**config.mk**
```make
export PLATFORM = sky130hd
export DESIGN_NAME = multiword_add_sequencer
export DESIGN_NICKNAME = d
export VERILOG_FILES = /design/src/rtl/multiword_add_sequencer.sv
export SDC_FILE = /design/constraint.sdc
export NUM_CORES = 1
export LEC_CHECK = 0
export BUFFER_PORTS_ARGS = -buffer_cell sky130_fd_sc_hd__clkbuf_2
export CORE_MARGIN = 4
export CORE_UTILIZATION = 35
export CTS_BUF_LIST = sky130_fd_sc_hd__clkbuf_8
export DETAILED_ROUTE_END_ITERATION = 8
export HOLD_SLACK_MARGIN = 0.05
export PLACE_DENSITY_LB_ADDON = 0.2
export RECOVER_POWER = 50
export SETUP_SLACK_MARGIN = 0.05
export SKIP_LAST_GASP = 1
export SLEW_MARGIN = 20
export SYNTH_ARGS = -nofsm -noshare
export SYNTH_HDL_FRONTEND = slang
export SYNTH_HIERARCHICAL = 1
export SYNTH_SLANG_ARGS = --single-unit
export TNS_END_PERCENT = 1
```
**constraint.sdc**
```tcl
create_clock -name clk -period 3.8 [get_ports clk]
set_input_delay 0.57 -clock clk [delete_from_list [all_inputs] [get_ports clk]]
set_output_delay 0.57 -clock clk [all_outputs]
set_load 0.1 [all_outputs]
```
**src/rtl/multiword_add_sequencer.sv**
```systemverilog
// ============================================================================
// Module   : multiword_add_sequencer (with ripple_carry_adder)
// Brief    : W-bit add/subtract built by time-sharing one 4-bit ripple adder
//            over the operand nibbles, least significant nibble first.
// Revision : 1.0 - initial release
// ============================================================================
`default_nettype none

module ripple_carry_adder (
    input  logic [3:0] a,
    input  logic [3:0] b,
    input  logic       cin,
    output logic [3:0] sum,
    output logic       cout
);
    logic [4:0] w_c;

    assign w_c[0] = cin;

    generate
        for (genvar i = 0; i < 4; i++) begin : g_bit
            assign sum[i]   = a[i] ^ b[i] ^ w_c[i];
            assign w_c[i+1] = (a[i] & b[i]) | (w_c[i] & (a[i] ^ b[i]));
        end
    endgenerate

    assign cout = w_c[4];
endmodule

module multiword_add_sequencer #(
    parameter int NIBBLES = 4
) (
    input  logic                 clk,
    input  logic                 rst,
    input  logic                 in_valid,
    output logic                 in_ready,
    input  logic [4*NIBBLES-1:0] A,
    input  logic [4*NIBBLES-1:0] B,
    input  logic                 Cin,
    input  logic                 Sub,
    output logic                 out_valid,
    input  logic                 out_ready,
    output logic [4*NIBBLES-1:0] Sum,
    output logic                 Cout,
    output logic                 Overflow
);
    localparam int W     = 4 * NIBBLES;
    localparam int IDX_W = $clog2(NIBBLES);
    localparam logic [IDX_W-1:0] C_LAST = IDX_W'(NIBBLES - 1);

    typedef enum logic [1:0] {
        IDLE = 2'd0,
        RUN  = 2'd1,
        DONE = 2'd2
    } state_t;

    state_t           r_state;
    state_t           w_next;
    logic [W-1:0]     r_a;
    logic [W-1:0]     r_beff;
    logic [W-1:0]     r_sum;
    logic             r_carry;
    logic             r_cout;
    logic             r_ovf;
    logic [IDX_W-1:0] r_idx;
    logic [3:0]       w_add_sum;
    logic             w_add_cout;
    logic             w_last;

    assign w_last = (r_idx == C_LAST);

    ripple_carry_adder u_rca (
        .a    (r_a[{r_idx, 2'b00} +: 4]),
        .b    (r_beff[{r_idx, 2'b00} +: 4]),
        .cin  (r_carry),
        .sum  (w_add_sum),
        .cout (w_add_cout)
    );

    always_ff @(posedge clk or posedge rst) begin
        if (rst) begin
            r_state <= IDLE;
        end else begin
            r_state <= w_next;
        end
    end

    always_comb begin
        w_next    = r_state;
        in_ready  = 1'b0;
        out_valid = 1'b0;
        case (r_state)
            IDLE: begin
                in_ready = 1'b1;
                if (in_valid) w_next = RUN;
            end
            RUN: begin
                if (w_last) w_next = DONE;
            end
            DONE: begin
                out_valid = 1'b1;
                if (out_ready) w_next = IDLE;
            end
            default: w_next = IDLE;
        endcase
    end

    // Subtraction is A + ~B + 1, so only the captured B and carry differ.
    always_ff @(posedge clk or posedge rst) begin
        if (rst) begin
            r_a     <= '0;
            r_beff  <= '0;
            r_sum   <= '0;
            r_carry <= 1'b0;
            r_cout  <= 1'b0;
            r_ovf   <= 1'b0;
            r_idx   <= '0;
        end else if (r_state == IDLE && in_valid) begin
            r_a     <= A;
            r_beff  <= Sub ? ~B : B;
            r_carry <= Sub ? 1'b1 : Cin;
            r_idx   <= '0;
        end else if (r_state == RUN) begin
            r_sum[{r_idx, 2'b00} +: 4] <= w_add_sum;
            r_carry <= w_add_cout;
            r_idx   <= w_last ? '0 : r_idx + 1'b1;
            // Top-nibble carry ends here; it never feeds back into nibble 0.
            if (w_last) begin
                r_cout <= w_add_cout;
                r_ovf  <= (r_a[W-1] == r_beff[W-1]) && (w_add_sum[3] != r_a[W-1]);
            end
        end
    end

    assign Sum      = r_sum;
    assign Cout     = r_cout;
    assign Overflow = r_ovf;
endmodule

`default_nettype wire

```
### Yosys cells after proc, flatten, opt, wreduce, memory -nomap -nowiden

Cells that the tools add are included.

| storage, ports and cells | value |
|---|---|
| flip-flop bits (word level) | 55 |
| input bits | 38 |
| output and inout bits | 20 |
| word-level logic and storage cells | 65 |

| operators by class | value |
|---|---|
| add/subtract/negate cells | 2 |
| equality and inequality tests | 8 |
| shifts and indexed selects | 4 |
| mux-type cells | 14 |
| bitwise logic cells | 22 |
| reduce and logical (&&, ||, !) cells | 7 |

Operator list:

| operator | number |
|---|---|
| indexed part select 16 x 5 -> 4 bit | 2 |
| bitwise mux 16 bit | 1 |
| two-way mux 16 bit | 1 |
| inverter 16 bit | 1 |
| variable shift 4 x 6 -> 16 bit, first input constant | 1 |
| indexed part select 4 x 6 -> 16 bit | 1 |
| two-way mux 2 bit | 6 |
| bitwise AND 1 bit | 8 |
| bitwise XOR 1 bit | 8 |
| != test 2 bit, second input constant | 3 |
| negation 4 -> 6 bit | 1 |
| case mux 2 bit (3 select lines) | 1 |
| AND reduction 3 bit | 2 |
| two-way mux 1 bit | 5 |
| equality test 2 bit, second input constant | 2 |
| OR 1 bit | 4 |
| adder 2 x 1 -> 2 bit, second input constant | 1 |
| equality test 2 x 1 -> 1 bit, second input constant | 1 |
| logical AND 1 bit | 2 |
| logical NOT 2 bit | 1 |
| AND reduction 2 bit | 1 |
| nonzero test 2 bit | 1 |
| equality test 1 bit | 1 |
| != test 1 bit | 1 |
| inverter 1 bit | 1 |

### Logic depth before layout (Yosys ltp)

| logic depth | value |
|---|---|
| word-level depth | 12 |
| gate-level depth with buffers | 13 |
| gate-level depth less buffers | 12 |

### By module

The synthesis kept the hierarchy.

By module, submodules not included:

| module | instances | cells an instance | area an instance (µm²) | sequential area each (µm²) |
|---|---|---|---|---|
| multiword_add_sequencer | 1 | 230 | 2668.8 | 1376.3 |
| ripple_carry_adder | 1 | 14 | 117.6 | 0.0 |

### Worst setup path before layout

No wires, ideal clock.

| timing path | value |
|---|---|
| kind | register -> register |
| from | register r_idx[0] |
| to | register r_ovf, in the netlist Overflow |
| setup time | 0.084 ns |
| data arrival time | 3.145 ns |
| data required time | 3.716 ns |
| path slack | 0.571 ns |
| stages on the path, launching flop included | 14 |
| buffers on the path | 1 |
| clock period less this slack | 3.229 ns |
| cells stage by stage | dfrtp_1 > buf_4 > mux4_2 > fa_1 > inv_1 > fa_1 > inv_1 > fa_1 > inv_1 > fa_1 > inv_1 > nor3b_1 > a21oi_1 > o21ai_0 |

| between the ends | value |
|---|---|
| longest elaborated chain between the ends | 11 |
| elaborated cells on any way between the ends | 20 |
| those cells by class | eq/ne: 2; shift: 2; bitwise: 14; reduce/logical: 2 |

Ends and longest elaborated chain:

| element | line | text |
|---|---|---|
| start: declaration | 65 | `logic [IDX_W-1:0] r_idx;` |
| start signal: assignment | 126 | `r_idx <= w_last ? '0 : r_idx + 1'b1;` |
| indexed part select 16 x 5 -> 4 bit (on tied branches) | 73, 74 |  |
| bitwise XOR 1 bit | 23 | `assign w_c[i+1] = (a[i] & b[i]) \| (w_c[i] & (a[i] ^ b[i]));` |
| bitwise AND 1 bit | 23 |  |
| OR 1 bit | 23 |  |
| bitwise AND 1 bit | 23 |  |
| OR 1 bit | 23 |  |
| bitwise AND 1 bit | 23 |  |
| OR 1 bit | 23 |  |
| bitwise XOR 1 bit (*) | 22 | `assign sum[i] = a[i] ^ b[i] ^ w_c[i];` |
| via w_add_sum[3] | 66 | `logic [3:0] w_add_sum;` |
| != test 1 bit (*) | 130 | `r_ovf <= (r_a[W-1] == r_beff[W-1]) && (w_add_sum[3] != r_a[W-1]);` |
| logical AND 1 bit (*) | 130 |  |
| end signal: assignment | 130 |  |
| end: declaration | 64 | `logic r_ovf;` |

Mark *: on every way through the listed nets, which the timed path passes. The rest lies on a longest branch.
A chain may end at the register's enable or synchronous reset.

### Final worst setup path

Ends and elaborated chain as after synthesis.

==> summary.md <==
| Metric | Value |
|---|---|
| Syn nets | between 200 and 300 |
| CP Capture Type | flop |
| Compound-cell area share of the yosys netlist | 0.1167 |
| Die height | ~97 um |
| Max Cap Viol | 0 |
| Crit share post-route | 0.8956 |
| R2R depth | 12 |
| Commonest cells in the netlist | nand2_1 (68), dfrtp_1 (55), o21ai_2 (16), xnor2_1 (16), inv_1 (15) |
| Synth area leader | dfrtp_1 |
| Post-synth cell types | 34 |
| Routed wire length | about 5.7 mm |
| Starting Density | 0.3606 |
| Placed Instances | approximately 390 |
| DRT Pass-1 Iters | 4 |
| Cts repair resizes | 0 |
| Crit start category | flop |
| F_max | 293.8 MHz |
| Hold path startpoint | out_ready |
| Non-filler cells, final | about 400 |
| DIE AREA | between 9000 and 10000 um^2 |
| Slew Viols, Final | 0 |
| Outcome | finished clean |
| Final RePlAce weighted congestion | slightly below 0.8 |
| Hold Fails Final Rpt | 0 |
| Clock Tree Root | clkbuf_8 |
| # H-tree levels | 2 |
| Avg Inst Size Synth | roughly 11 um^2 |
| Die extent in x | between 90 and 100 um |
| Final setup viols | 0 |
| Synth Warn # | 6 |
| DR vias | ~1900 |
| Vias in the first global route | 2018 |
| WHS Path Cells | 2 |
| Share of cells above drive strength 1 | 0.3000 |
| Synth top area share | 0.4939 |
| # rows | 32 |
| Worst endpoint required time | about 4000 ps |
| I/O pin total | between 50 and 60 |
| Largest family of logic cells by synthesized area | simple AND/OR/NAND/NOR gates |
| Worst-Skew Late Latency | 310 ps |
| Number of remaining DRC errors | 0 |
| Post-Syn Instances | between 200 and 250 |
| Fraction of synthesized area in multiplexers | 0.06870 |
| DR vias/cell | 4.682 |
| All-Layer GR Usage | 0.1279 |
| RR Endpoint | Overflow |
| Launch point of the critical path | r_idx[0] |
| Mapped Area | ~2800 um^2 |
| # port buffers | 57 |
| First-pass GRT wire length | 9.867 mm |
| Post-Synth XOR/XNOR Area | 0.05029 |
| Largest net degree at the start of global routing | 39 |
| Worst Tran Pin Value | ~1400 ps |
| Setup TNS | 0 ps |
| Hold/Removal Path Class | in2reg |
| CTS Hold Bufs | 0 |
| RSZ-0062 raised after global routing | false |
| Sequential element share of the synthesized area | 0.4939 |
| Drt wl/cell | ~14 um |
| Crit-path max cell delay | between 600 and 700 ps |
| Crit-path cells | mux4_2, fa_1, inv_1, fa_1, inv_1, fa_1, inv_1, fa_1, inv_1, nor3b_1, a21oi_1, o21ai_0 |
| Setup Buffers After CTS | 0 |
| CTS buffer count | 5 |
| DP HPWL | 4.340 mm |
| Routed Antenna Nets | 0 |
| EDFF count, synth | 0 |
| Antenna Cells | 0 |
| Minimum clock period | about 3400 ps |
| Area grow syn2layout | 14.28% |
| Iteration-0 DRC Markers | 64 |
| Worst-case clock buffer depth | 2 |
| Crit Path Max Fanout | 10 |
| Clk_skew | 13.08 ps |
| Post-Synth Simple-Gate Area | 0.1531 |
| Most frequent cell after synthesis | nand2_1 |
| Ys async rst share | 1.000 |
| Number of nets in the layout | roughly 350 |
| Max-slew headroom | 0.03641 |
| RR Startpoint | r_idx[0] |
| GRT Residual Overflow | 0 |
| Worst Path Class, Setup | reg2reg |
| R2R setup slack | 400 ps |
| Post-synth top flop | dfrtp_1 |
| CTS tree | built |
| #FFs+latches synth | between 50 and 60 |
| Arrival @ worst endpoint | between 3000 and 4000 ps |
| Clk sinks | 55 |
| Worst-path clk slew | 110 ps |
| Top cells by area, synth | dfrtp_1 (49%), nand2_1 (9.2%), mux4_2 (6.5%), o21ai_2 (5.0%), xnor2_1 (5.0%) |
| Core ar. | 7727 um^2 |
| Antenna violations before repair | 0 |
| Endpoint, Worst Hold | r_state[1] |
| Slowest CP cell | dfrtp_1 |
| Synth Area in Adders | 0.05119 |
cell usage in the layout, fill, tap and decap left out, types with 3 or more instances in the layout:
master | Yosys | routed
o21ai_0 | 4 | 4
xnor2_1 | 16 | 16
nand2_1 | 68 | 68
inv_1 | 15 | 15
fa_1 | 4 | 4
dfrtp_1 | 55 | 55
clkbuf_2 | 0 | 47
mux4_2 | 8 | 8
a32o_1 | 4 | 4
clkbuf_8 | 0 | 6
nand2b_1 | 3 | 3
a22o_1 | 12 | 12
ha_1 | 5 | 5
buf_4 | 3 | 3
clkbuf_1 | 1 | 11
o21ai_2 | 16 | 16
flip-flops by register name, summed over array words and instances (netlist names):
name      flops
r_state       2
r_carry       1
Cout          1
Sum          16
r_idx         2
r_a          16
Overflow      1
r_beff       16
critical path, delay by kind of cell (launching register included):
family	cells	cell delay (ps)
fa+ha+maj	4	1330
flops	1	660
mux	1	590
buf+inv	4	370
simple gates	1	210
compound gates	2	180
kinds of logic (layout without fill, tap and decap cells):
family | count (synthesis) | in the layout
adder cells (fa/ha/maj) | 9 | 9
XOR/XNOR | 16 | 16
buffers and inverters | 28 | 84
flip-flops | 55 | 55
AND/OR/NAND/NOR | 88 | 88
AO/OA/AOI/OAI | 39 | 39
multiplexers | 9 | 9
worst max path at each step:
| stage | slack [ps] | cells after the start | end |
|---|---|---|---|
| after floorplan | 570 | 13 | Overflow |
| after global placement | 430 | 12 | Overflow |
| after detailed placement | 380 | 12 | Overflow |
| after CTS | 370 | 12 | Overflow |
| after global routing | 90 | 12 | Overflow |
| final | 400 | 12 | Overflow |
routing by layer:
metal / vias up / global-route usage / share of wire / wire (um)
li1: 933 / - / - / -
met1: 910 / 0.1674 / 0.46 / 2601
met2: 33 / 0.2144 / 0.49 / 2769
met3: 6 / 0.03087 / 0.041 / 233
met4: 0 / 0.03195 / 0.011 / 65
met5: - / 0 / 0 / 0
stage by stage:
step,setup WS (ps),instance area (um^2),hold WS [ps],utilization
after floorplan,571.1,2786,439.6,-
after global placement,427.4,3102,455.6,0.4014
after detailed placement,376.9,3102,462.6,0.4014
after CTS,366.0,3201,415.7,0.4142
after global routing,85.36,3184,417.9,0.4121
final,396.6,3184,425.6,0.4121
layout make-up:
type / count / area, um^2
Tap cell: 102 / 127.6
Multi-Input combinational cell: 161 / 1226
Clock inverter: 2 / 16.27
Sequential cell: 55 / 1376
Fill cell: 768 / 4543
Inverter: 15 / 56.30
Clock buffer: 6 / 82.58
Timing Repair Buffer: 61 / 299.0
Power is left out: the tool's default activity adds up to more than one toggle a clock period on the data nets, which glitch-free logic cannot reach.
